**src/rtl/seq_alu_pkg.sv**
```systemverilog
// Shared opcode constants, FSM state encoding and opcode classification for seq_alu.
package seq_alu_pkg;

  localparam logic [3:0] OP_ADD  = 4'd0;
  localparam logic [3:0] OP_SUB  = 4'd1;
  localparam logic [3:0] OP_ID   = 4'd2;
  localparam logic [3:0] OP_NAND = 4'd3;
  localparam logic [3:0] OP_NOR  = 4'd4;
  localparam logic [3:0] OP_XNOR = 4'd5;
  localparam logic [3:0] OP_NOT  = 4'd6;
  localparam logic [3:0] OP_AND  = 4'd7;
  localparam logic [3:0] OP_OR   = 4'd8;
  localparam logic [3:0] OP_XOR  = 4'd9;
  localparam logic [3:0] OP_LHI  = 4'd10;
  localparam logic [3:0] OP_LRS  = 4'd11;
  localparam logic [3:0] OP_ARS  = 4'd12;
  localparam logic [3:0] OP_RR   = 4'd13;
  localparam logic [3:0] OP_ALS  = 4'd14;
  localparam logic [3:0] OP_ALR  = 4'd15;

  typedef enum logic [1:0] {
    ST_IDLE  = 2'd0,
    ST_SHIFT = 2'd1,
    ST_DONE  = 2'd2
  } state_e;

  function automatic logic is_shift_op(input logic [3:0] op);
    logic r;
    case (op)
      OP_LRS, OP_ARS, OP_RR, OP_ALS, OP_ALR: r = 1'b1;
      default:                               r = 1'b0;
    endcase
    return r;
  endfunction

endpackage

```
**src/rtl/seq_alu_alu_unit.sv**
```systemverilog
// Combinational single-step datapath: logic ops, add/sub with carry, and one-bit shift/rotate.
module alu_unit
  import seq_alu_pkg::*;
#(
  parameter int WIDTH = 16
) (
  input  logic [WIDTH-1:0] a,
  input  logic [WIDTH-1:0] b,
  input  logic             cin,
  input  logic [3:0]       op,
  output logic [WIDTH-1:0] res,
  output logic             cout
);

  logic [WIDTH:0] sum_s;
  logic [WIDTH:0] diff_s;

  // Carry/borrow are taken from the extra top bit of the WIDTH+1 result.
  always_comb begin
    sum_s  = {1'b0, a} + {1'b0, b} + {{WIDTH{1'b0}}, cin};
    diff_s = {1'b0, a} - ({1'b0, b} + {{WIDTH{1'b0}}, cin});
  end

  // Opcode decode; shift ops move the operand by exactly one position.
  always_comb begin
    res  = a;
    cout = 1'b0;
    case (op)
      OP_ADD:  begin res = sum_s[WIDTH-1:0];  cout = sum_s[WIDTH];  end
      OP_SUB:  begin res = diff_s[WIDTH-1:0]; cout = diff_s[WIDTH]; end
      OP_ID:   res = a;
      OP_NAND: res = ~(a & b);
      OP_NOR:  res = ~(a | b);
      OP_XNOR: res = ~(a ^ b);
      OP_NOT:  res = ~a;
      OP_AND:  res = a & b;
      OP_OR:   res = a | b;
      OP_XOR:  res = a ^ b;
      OP_LHI:  res = {b[WIDTH/2-1:0], {(WIDTH/2){1'b0}}};
      OP_LRS:  res = {1'b0, a[WIDTH-1:1]};
      OP_ARS:  res = {a[WIDTH-1], a[WIDTH-1:1]};
      OP_RR:   res = {a[0], a[WIDTH-1:1]};
      OP_ALS:  res = {a[WIDTH-2:0], 1'b0};
      OP_ALR:  res = {a[WIDTH-2:0], a[WIDTH-1]};
      default: res = a;
    endcase
  end

endmodule

```
**src/rtl/seq_alu.sv**
```systemverilog
// Sequential ALU: valid/ready handshake, iterative one-bit-per-cycle shifter, registered result and flags.
module seq_alu
  import seq_alu_pkg::*;
#(
  parameter int WIDTH = 16,
  parameter int SHW   = $clog2(WIDTH)
) (
  input  logic             clk,
  input  logic             reset_n,
  input  logic             in_valid,
  output logic             in_ready,
  input  logic [WIDTH-1:0] A,
  input  logic [WIDTH-1:0] B,
  input  logic             Cin,
  input  logic [3:0]       OP,
  output logic             out_valid,
  input  logic             out_ready,
  output logic [WIDTH-1:0] C,
  output logic             Cout,
  output logic             Zero,
  output logic             Neg
);

  state_e           state_q, state_d;
  logic [WIDTH-1:0] c_q, c_d;
  logic             cout_q, cout_d;
  logic             zero_q, zero_d;
  logic             neg_q, neg_d;
  logic [SHW-1:0]   cnt_q, cnt_d;
  logic [3:0]       op_q, op_d;

  logic [WIDTH-1:0] alu_a_s;
  logic [3:0]       alu_op_s;
  logic [WIDTH-1:0] alu_res_s;
  logic             alu_cout_s;
  logic [SHW-1:0]   amt_s;

  assign amt_s = B[SHW-1:0];

  // While shifting the datapath iterates on the held result; otherwise it sees the live inputs.
  always_comb begin
    if (state_q == ST_SHIFT) begin
      alu_a_s  = c_q;
      alu_op_s = op_q;
    end else begin
      alu_a_s  = A;
      alu_op_s = OP;
    end
  end

  alu_unit #(.WIDTH(WIDTH)) u_alu (
    .a    (alu_a_s),
    .b    (B),
    .cin  (Cin),
    .op   (alu_op_s),
    .res  (alu_res_s),
    .cout (alu_cout_s)
  );

  // Next-state, counter and result update.
  always_comb begin
    state_d = state_q;
    c_d     = c_q;
    cout_d  = cout_q;
    cnt_d   = cnt_q;
    op_d    = op_q;
    case (state_q)
      ST_IDLE: begin
        if (in_valid) begin
          op_d = OP;
          if (is_shift_op(OP)) begin
            c_d    = A;
            cout_d = 1'b0;
            cnt_d  = amt_s;
            if (amt_s == {SHW{1'b0}}) begin
              state_d = ST_DONE;
            end else begin
              state_d = ST_SHIFT;
            end
          end else begin
            c_d     = alu_res_s;
            cout_d  = alu_cout_s;
            state_d = ST_DONE;
          end
        end else begin
          state_d = ST_IDLE;
        end
      end
      ST_SHIFT: begin
        c_d    = alu_res_s;
        cout_d = 1'b0;
        if (cnt_q != {SHW{1'b0}}) begin
          cnt_d = cnt_q - {{(SHW-1){1'b0}}, 1'b1};
        end else begin
          cnt_d = cnt_q;
        end
        if (cnt_q <= {{(SHW-1){1'b0}}, 1'b1}) begin
          state_d = ST_DONE;
        end else begin
          state_d = ST_SHIFT;
        end
      end
      ST_DONE: begin
        if (out_ready) begin
          state_d = ST_IDLE;
        end else begin
          state_d = ST_DONE;
        end
      end
      default: state_d = ST_IDLE;
    endcase
  end

  // Flags follow the value that C will hold after the edge.
  always_comb begin
    zero_d = (c_d == {WIDTH{1'b0}});
    neg_d  = c_d[WIDTH-1];
  end

  // State and result registers.
  always_ff @(posedge clk or negedge reset_n) begin
    if (!reset_n) begin
      state_q <= ST_IDLE;
      c_q     <= {WIDTH{1'b0}};
      cout_q  <= 1'b0;
      zero_q  <= 1'b1;
      neg_q   <= 1'b0;
      cnt_q   <= {SHW{1'b0}};
      op_q    <= OP_ID;
    end else begin
      state_q <= state_d;
      c_q     <= c_d;
      cout_q  <= cout_d;
      zero_q  <= zero_d;
      neg_q   <= neg_d;
      cnt_q   <= cnt_d;
      op_q    <= op_d;
    end
  end

  assign in_ready  = (state_q == ST_IDLE);
  assign out_valid = (state_q == ST_DONE);
  assign C         = c_q;
  assign Cout      = cout_q;
  assign Zero      = zero_q;
  assign Neg       = neg_q;

endmodule

```
**config.mk**
```make
export PLATFORM = sky130hd
export DESIGN_NAME = seq_alu
export DESIGN_NICKNAME = d
export VERILOG_FILES = /design/src/rtl/seq_alu_pkg.sv /design/src/rtl/seq_alu_alu_unit.sv /design/src/rtl/seq_alu.sv
export SDC_FILE = /design/constraint.sdc
export NUM_CORES = 1
export LEC_CHECK = 0
export BUFFER_PORTS_ARGS = -buffer_cell sky130_fd_sc_hd__buf_4
export CAP_MARGIN = 15
export CORE_UTILIZATION = 57
export CTS_BUF_LIST = sky130_fd_sc_hd__clkbuf_4 sky130_fd_sc_hd__clkbuf_8 sky130_fd_sc_hd__clkbuf_16
export DETAILED_ROUTE_END_ITERATION = 8
export PLACE_DENSITY = 0.78
export SYNTH_ARGS = -nofsm -noshare
export SYNTH_HDL_FRONTEND = slang
export SYNTH_SLANG_ARGS = --single-unit
export TNS_END_PERCENT = 30
```
**constraint.sdc**
```tcl
create_clock -name clk -period 5.06 [get_ports clk]
set_input_delay 1.012 -clock clk [delete_from_list [all_inputs] [get_ports clk]]
set_output_delay 1.012 -clock clk [all_outputs]
set_load 0.02 [all_outputs]
```
==> impl_metrics.json, run 1 <==
{
  "outcome": "completed",
  "finalCriticalPeriod_ns": 4.83,
  "die_x_um": 102,
  "routed_wl_um": 24500,
  "finalSetupTns_ns": 0,
  "power.leakage_uw": 0.00282,
  "fin_cells": 955,
  "startpoint": "state_q[1]",
  "grt_pass1_vias": 6774,
  "dieArea_mm2": 0.0104,
  "synthCells": 774,
  "worst-path-max-fanout": 29,
  "cts_resized": 0,
  "period_share": 0.954,
  "finalSetupViolCount": 0,
  "synth_cell_types": 89,
  "cts_sinks": 28,
  "multi_input_comb_area_mm2": 0.00454,
  "synth_edf_count": 0,
  "io-pin-count": 62,
  "synthesis.nets": 869,
  "clkTransAtPathRegs_ns": 0.13,
  "rsz0062_at_grt": "no",
  "final_cell_mix": "buf_4, nand2_1, nor2_1, o21ai_0, inv_1",
  "syn_area_per_cell_um2": 7.34,
  "setup.worst_path.end_class": "flip-flop",
  "dpl.hpwl_um": 18100,
  "viasPerCell": 7.47,
  "tritoncts": "built",
  "crit_path_top_delay_cell": "o31ai_1",
  "rows": 36,
  "clk_latency_ns": 0.31,
  "drive_gt1_frac": 0.164,
  "start_util": 0.584,
  "dieHeight_um": 102,
  "diodes": 0,
  "cts_max_level": 1,
  "final_nets": 918,
  "cpMostUsedCell": "o31ai_1",
  "finalMaxSlewViolations": 0,
  "fin_hold_ws_ns": 0.551,
  "cellPowerDensity_mw_per_mm2": 533,
  "overflow": 0,
  "drc": 0,
  "root_buffer": "clkbuf_8",
  "port_buffers": 61,
  "slowest_delay_ns": 0.46,
  "grt_max_degree": 30,
  "dr.pass1.iters": 8,
  "grt_usage": 0.481,
  "finClkSkew_ns": 0.0137,
  "cp.arrival_ns": 5.07,
  "worst-setup-path-type": "flip-flop to flip-flop",
  "seq_area_frac_synth": 0.124,
  "synthDominantCellAreaShare": 0.115,
  "r2r_cells": 16,
  "critical_path.cell_chain": "nand2b_2 -> buf_12 -> mux2i_1 -> inv_1 -> ha_1 -> buf_4 -> nand2b_1 -> o2111a_1 -> o31ai_1 -> a21boi_0 -> o31ai_1 -> a31oi_1 -> nor4_1 -> nand4b_1 -> nor4_2 -> and4bb_1",
  "place.gp.congestion": 1.09,
  "ys_ff_latch": 28,
  "vias": 7136,
  "synth_top_cell_by_area": "dfrtp_1",
  "drt_iter0_markers": 882,
  "min_from": "cnt_q[3]",
  "hp-class": "flip-flop to flip-flop",
  "core_region_area_mm2": 0.00973,
  "hold_violations": 0,
  "max_freq_mhz": 207,
  "tightest_slew_ns": 0.881,
  "grt_pass1_wl_um": 37500,
  "postRouteAntennaNets": 0,
  "async_flop_share": 1.00,
  "final_common_cell": "buf_4",
  "clockBufferDepth": 2,
  "yosysWarnings": 0,
  "synth_area_leaders": "dfrtp_1, ha_1, o21ai_0",
  "regArea_um2": 703,
  "syn_area_mm2": 0.00568,
  "antenna_found_initial": 1,
  "required_ns": 5.31,
  "holdPathStages": 2,
  "n_fill_cell": 901,
  "wl_per_cell_um": 25.7,
  "vdd_drop_max_mv": 0.369,
  "area_growth_pct": 12.9,
  "r2r_start": "state_q[1]",
  "ctsHoldBuffers": 0,
  "startpoint_type": "flip-flop",
  "cts_made_buffers": 3,
  "cap_violations": 0,
  "cts_setup_buffers": 0,
  "dp_cells": 951,
  "max_slew_margin": 0.412,
  "synthFlopType": "dfrtp_1"
}
-- cell families (layout without fill, tap and decap cells) --
| family | Yosys count | in the layout | share of synthesized area |
|---|---|---|---|
| xor+xnor | 16 | 16 | 0.0247 |
| flops | 28 | 28 | 0.124 |
| buf+inv | 107 | 155 | 0.0789 |
| simple gates | 228 | 228 | 0.199 |
| fa+ha+maj | 54 | 54 | 0.124 |
| compound gates | 305 | 305 | 0.380 |
| mux | 36 | 36 | 0.0690 |
-- worst paths after layout --
path | endpoint | slack (ns)
worst max-delay path | Zero | 0.23
worst min-delay path | cnt_q[3] | 0.55
worst max register to register | Zero | 0.23
worst min register to register | cnt_q[3] | 0.55
max in group asynchronous | Zero | 4.11
min in group asynchronous | C[4] | 0.61
-- metal layers --
| layer | GRT usage | wire (um) | vias to the layer above |
|---|---|---|---|
| met3 | 0.168 | 3390 | 203 |
| met2 | 0.713 | 10400 | 625 |
| met5 | 0 | 0 | - |
| met1 | 0.579 | 8680 | 3267 |
| li1 | - | - | 3041 |
| met4 | 0.349 | 2030 | 0 |
-- layout make-up --
cell class | count | area share
Clock inverter | 1 | 0.00468
Inverter | 57 | 0.0334
Timing Repair Buffer | 94 | 0.112
Clock buffer | 3 | 0.00644
Sequential cell | 28 | 0.110
Multi-Input combinational cell | 639 | 0.708
Tap cell | 133 | 0.0260
-- stage by stage --
step | worst slack, ns | instance area, um^2 | total power (uW) | utilization
2_1_floorplan | 0.549 | 5680 | 2230 | -
3_3_place_gp | 0.383 | 6340 | 3010 | 0.651
3_5_place_dp | 0.315 | 6340 | 3070 | 0.651
4_1_cts | 0.376 | 6410 | 3280 | 0.659
5_1_grt | 0.0642 | 6410 | 3600 | 0.659
6_report | 0.233 | 6410 | 3420 | 0.659
-- power breakdown --
| group | switching [uW] | internal, uW |
|---|---|---|
| clock network | 94.5 | 107 |
| logic | 1700 | 1040 |
| registers | 149 | 330 |
| total | 1940 | 1470 |
-- worst max-delay path, delay by kind of cell, from the launching register on --
kind	cells	cell delay, ns
adders and majority gates	1	0.37
and+or+nand+nor	6	1.44
muxes	1	0.41
AOI/OAI and AO/OA	5	1.50
DFF	1	0.40
buffers and inverters	3	0.65
-- cell usage after synthesis (5+ instances only) --
cell type	n
a222oi_1	7
a21o_1	8
dfrtp_1	26
xnor2_1	10
a2111oi_0	5
o211ai_1	11
nand2_1	66
a22oi_1	24
xor2_1	6
inv_1	55
a31oi_1	12
buf_2	7
clkbuf_1	35
a221oi_1	7
nor4_1	6
a211oi_1	14
nor2b_1	10
o221ai_1	6
o21ai_0	65
nand3_1	16
nor2_1	65
ha_1	50
a22o_1	6
nand2b_1	13
o22ai_1	21
mux2i_1	21
o21a_1	9
mux2_2	11
a21oi_1	41
nor3_1	13
-- sequential cells by signal, summed over array words and instances (netlist names) --
register  flops
C            16
cnt_q         4
op_q          4
state_q       2
Cout          1
Zero          1
No activity file was read; power rests on OpenSTA's default activity.
==> run 2: changes to the inputs <==
--- a/config.mk
+++ b/config.mk
@@ -5,8 +5,8 @@
 export SDC_FILE = /design/constraint.sdc
 export NUM_CORES = 1
 export LEC_CHECK = 0
+export ABC_AREA = 1
 export BUFFER_PORTS_ARGS = -buffer_cell sky130_fd_sc_hd__buf_4
-export CAP_MARGIN = 15
 export CORE_UTILIZATION = 57
 export CTS_BUF_LIST = sky130_fd_sc_hd__clkbuf_4 sky130_fd_sc_hd__clkbuf_8 sky130_fd_sc_hd__clkbuf_16
 export DETAILED_ROUTE_END_ITERATION = 8
==> impl_metrics.json, run 2 <==
{
  "finalSetupTns_ns": 0,
  "synth_compound_area_frac": 0.252,
  "port_buffers": 61,
  "worst-setup-path-type": "flip-flop to flip-flop",
  "synthXorXnorAreaFrac": 0.00775,
  "cellPowerDensity_mw_per_mm2": 604,
  "synth.mux.area_fraction": 0,
  "dr.pass1.iters": 6,
  "ys_ff_latch": 28,
  "drt_iter0_markers": 863,
  "required_ns": 5.28,
  "place.gp.congestion": 1.05,
  "grt_max_degree": 34,
  "synth_cell_types": 48,
  "core_region_area_mm2": 0.00942,
  "place_area_mm2": 0.00616,
  "yosysWarnings": 0,
  "max_slew_margin": 0.425,
  "crit_path_top_delay_cell": "dfrtp_1",
  "period_share": 0.885,
  "crit_buf_inv": 2,
  "tightest_slew_ns": 0.859,
  "rows": 35,
  "seq_area_frac_synth": 0.124,
  "grt_usage": 0.428,
  "final_common_cell": "nand2_1",
  "cts_resized": 0,
  "cpMostUsedCell": "nand2_1",
  "cts_made_buffers": 3,
  "finalCriticalPeriod_ns": 4.48,
  "rsz0062_at_grt": "no",
  "tritoncts": "built",
  "cts_max_level": 1,
  "hold_violations": 0,
  "grt_pass1_wl_um": 33500,
  "root_buffer": "clkbuf_8",
  "startpoint": "state_q[1]",
  "grt_pass1_vias": 6585,
  "synthDominantCellAreaShare": 0.181,
  "hp-class": "flip-flop to flip-flop",
  "overflow": 0,
  "finalMaxSlewViolations": 0,
  "wl_per_cell_um": 18.5,
  "synthFlopType": "dfrtp_1",
  "worst-path-max-fanout": 31,
  "outcome": "completed",
  "antenna_found_initial": 1,
  "dieHeight_um": 102,
  "area_growth_pct": 9.94,
  "synth_top_cell_by_area": "nand2_1",
  "cp.arrival_ns": 4.70,
  "synthesis.nets": 1087,
  "cap_violations": 0,
  "min_from": "op_q[1]",
  "cts_setup_buffers": 0,
  "synth_fa_ha_area_frac": 0.125,
  "dp_cells": 1163,
  "synthCells": 992,
  "startpoint_type": "flip-flop",
  "yosys-top-cells-count": "nand2_1, inv_1, nor2_1",
  "critical_path.cell_chain": "inv_2 -> nand2_4 -> nand2_1 -> o21ai_2 -> inv_1 -> fa_1 -> fa_1 -> nand2_1 -> nand2_1 -> nand2_1 -> nand2_1 -> nand2_1 -> nand2_1 -> o21ai_1 -> nand3_1 -> nand3_1 -> nand2_1 -> a21oi_2 -> nand3_1 -> nor3_1 -> nand2_1 -> nor2_1",
  "async_flop_share": 1.00,
  "yosysMostFrequentCell": "nand2_1",
  "clockBufferDepth": 2,
  "slowest_delay_ns": 0.69,
  "n_fill_cell": 960,
  "dieArea_mm2": 0.0103,
  "postRouteAntennaNets": 0,
  "regArea_um2": 703,
  "clk_latency_ns": 0.28,
  "start_util": 0.600,
  "final_nets": 1134,
  "dpl.hpwl_um": 17200,
  "synth_edf_count": 0,
  "drc": 0,
  "vdd_drop_max_mv": 0.330,
  "r2r_start": "state_q[1]",
  "max_freq_mhz": 223,
  "setup.worst_path.end_class": "flip-flop",
  "synth_simple_gate_area_share": 0.362,
  "die_x_um": 102,
  "syn_area_mm2": 0.00565,
  "ctsHoldBuffers": 0,
  "clkTransAtPathRegs_ns": 0.10,
  "final_cell_mix": "nand2_1, inv_1, nor2_1",
  "routed_wl_um": 21600,
  "cts_sinks": 28,
  "finalSetupViolCount": 0,
  "finClkSkew_ns": 0.00397,
  "viasPerCell": 6.18,
  "diodes": 0,
  "drive_gt1_frac": 0.109,
  "vias": 7209,
  "power.leakage_uw": 0.00330,
  "multi_input_comb_area_mm2": 0.00422,
  "synth_top_family_by_area": "simple AND/OR/NAND/NOR gates",
  "synth_area_leaders": "nand2_1, dfrtp_1, ha_1",
  "syn_area_per_cell_um2": 5.70,
  "critPathTopFamily": "simple AND/OR/NAND/NOR gates",
  "largest_register_ffs": 16,
  "io-pin-count": 62,
  "design_area_mm2": 0.00621,
  "fin_cells": 1167
}
==> run 2: cell types whose count changed after synthesis, sizes merged, moves of 13 or more <==
cell	delta
o21ai	+34
a21oi	+26
nor2	+48
nand3	+38
a22oi	-13
mux2i	-23
clkbuf	-24
nand2b	-13
nand4	+19
nand2	+215
mux2	-13
inv	+93
==> run 2: per-layer routing <==
| metal | up-vias | share of wire | global-route usage |
|---|---|---|---|
| li1 | 3388 | - | - |
| met1 | 3248 | 0.39 | 0.541 |
| met2 | 476 | 0.45 | 0.703 |
| met3 | 95 | 0.11 | 0.0807 |
| met4 | 2 | 0.047 | 0.196 |
| met5 | - | 0.00042 | 0 |
==> run 2: cell type report <==
type,instances,area share
well taps,129,0.0260
repair buffers,67,0.0810
flip-flops and latches,28,0.113
inverters,152,0.0918
clock buffers,4,0.00886
multi-input cells,787,0.679
==> run 2: through the flow <==
step,hold slack (ns),total power (uW),util,setup slack [ns]
after floorplan,0.475,2670,-,1.52
after global placement,0.501,3480,0.654,0.812
after detailed placement,0.506,3490,0.654,0.725
after CTS,0.520,3640,0.660,0.697
after global routing,0.540,4090,0.660,0.272
final,0.517,3750,0.660,0.581
==> run 2: logic make-up (layout without fill, tap and decap cells) <==
kind of cell / after synthesis / in the layout
AOI/OAI and AO/OA: 239 / 239
xor gates and xnor gates: 5 / 5
buffers and inverters: 177 / 223
adders and majority gates: 54 / 54
and+or+nand+nor: 489 / 489
DFF: 28 / 28
==> run 2: worst min-delay path: stages, from the launching register on <==
cell	delay, ns
dfstp_2	0.40
nand2_1	0.05
o21ai_0	0.07
==> run 2: path summary, 6_finish.rpt <==
| kind | endpoint | slack (ns) | cells past startpoint |
|---|---|---|---|
| max reg2reg | Zero | 0.58 | 22 |
| min | op_q[1] | 0.52 | 2 |
| max in group asynchronous | Zero | 4.13 | 1 |
| min in group asynchronous | op_q[2] | 0.63 | 1 |
| min reg2reg | op_q[1] | 0.52 | 2 |
| max | Zero | 0.58 | 22 |
==> run 2: report_power, final <==
part,switching [uW],internal (uW)
Clock,71.7,69.8
Sequential,124,336
Combinational,2150,1000
Total,2340,1410
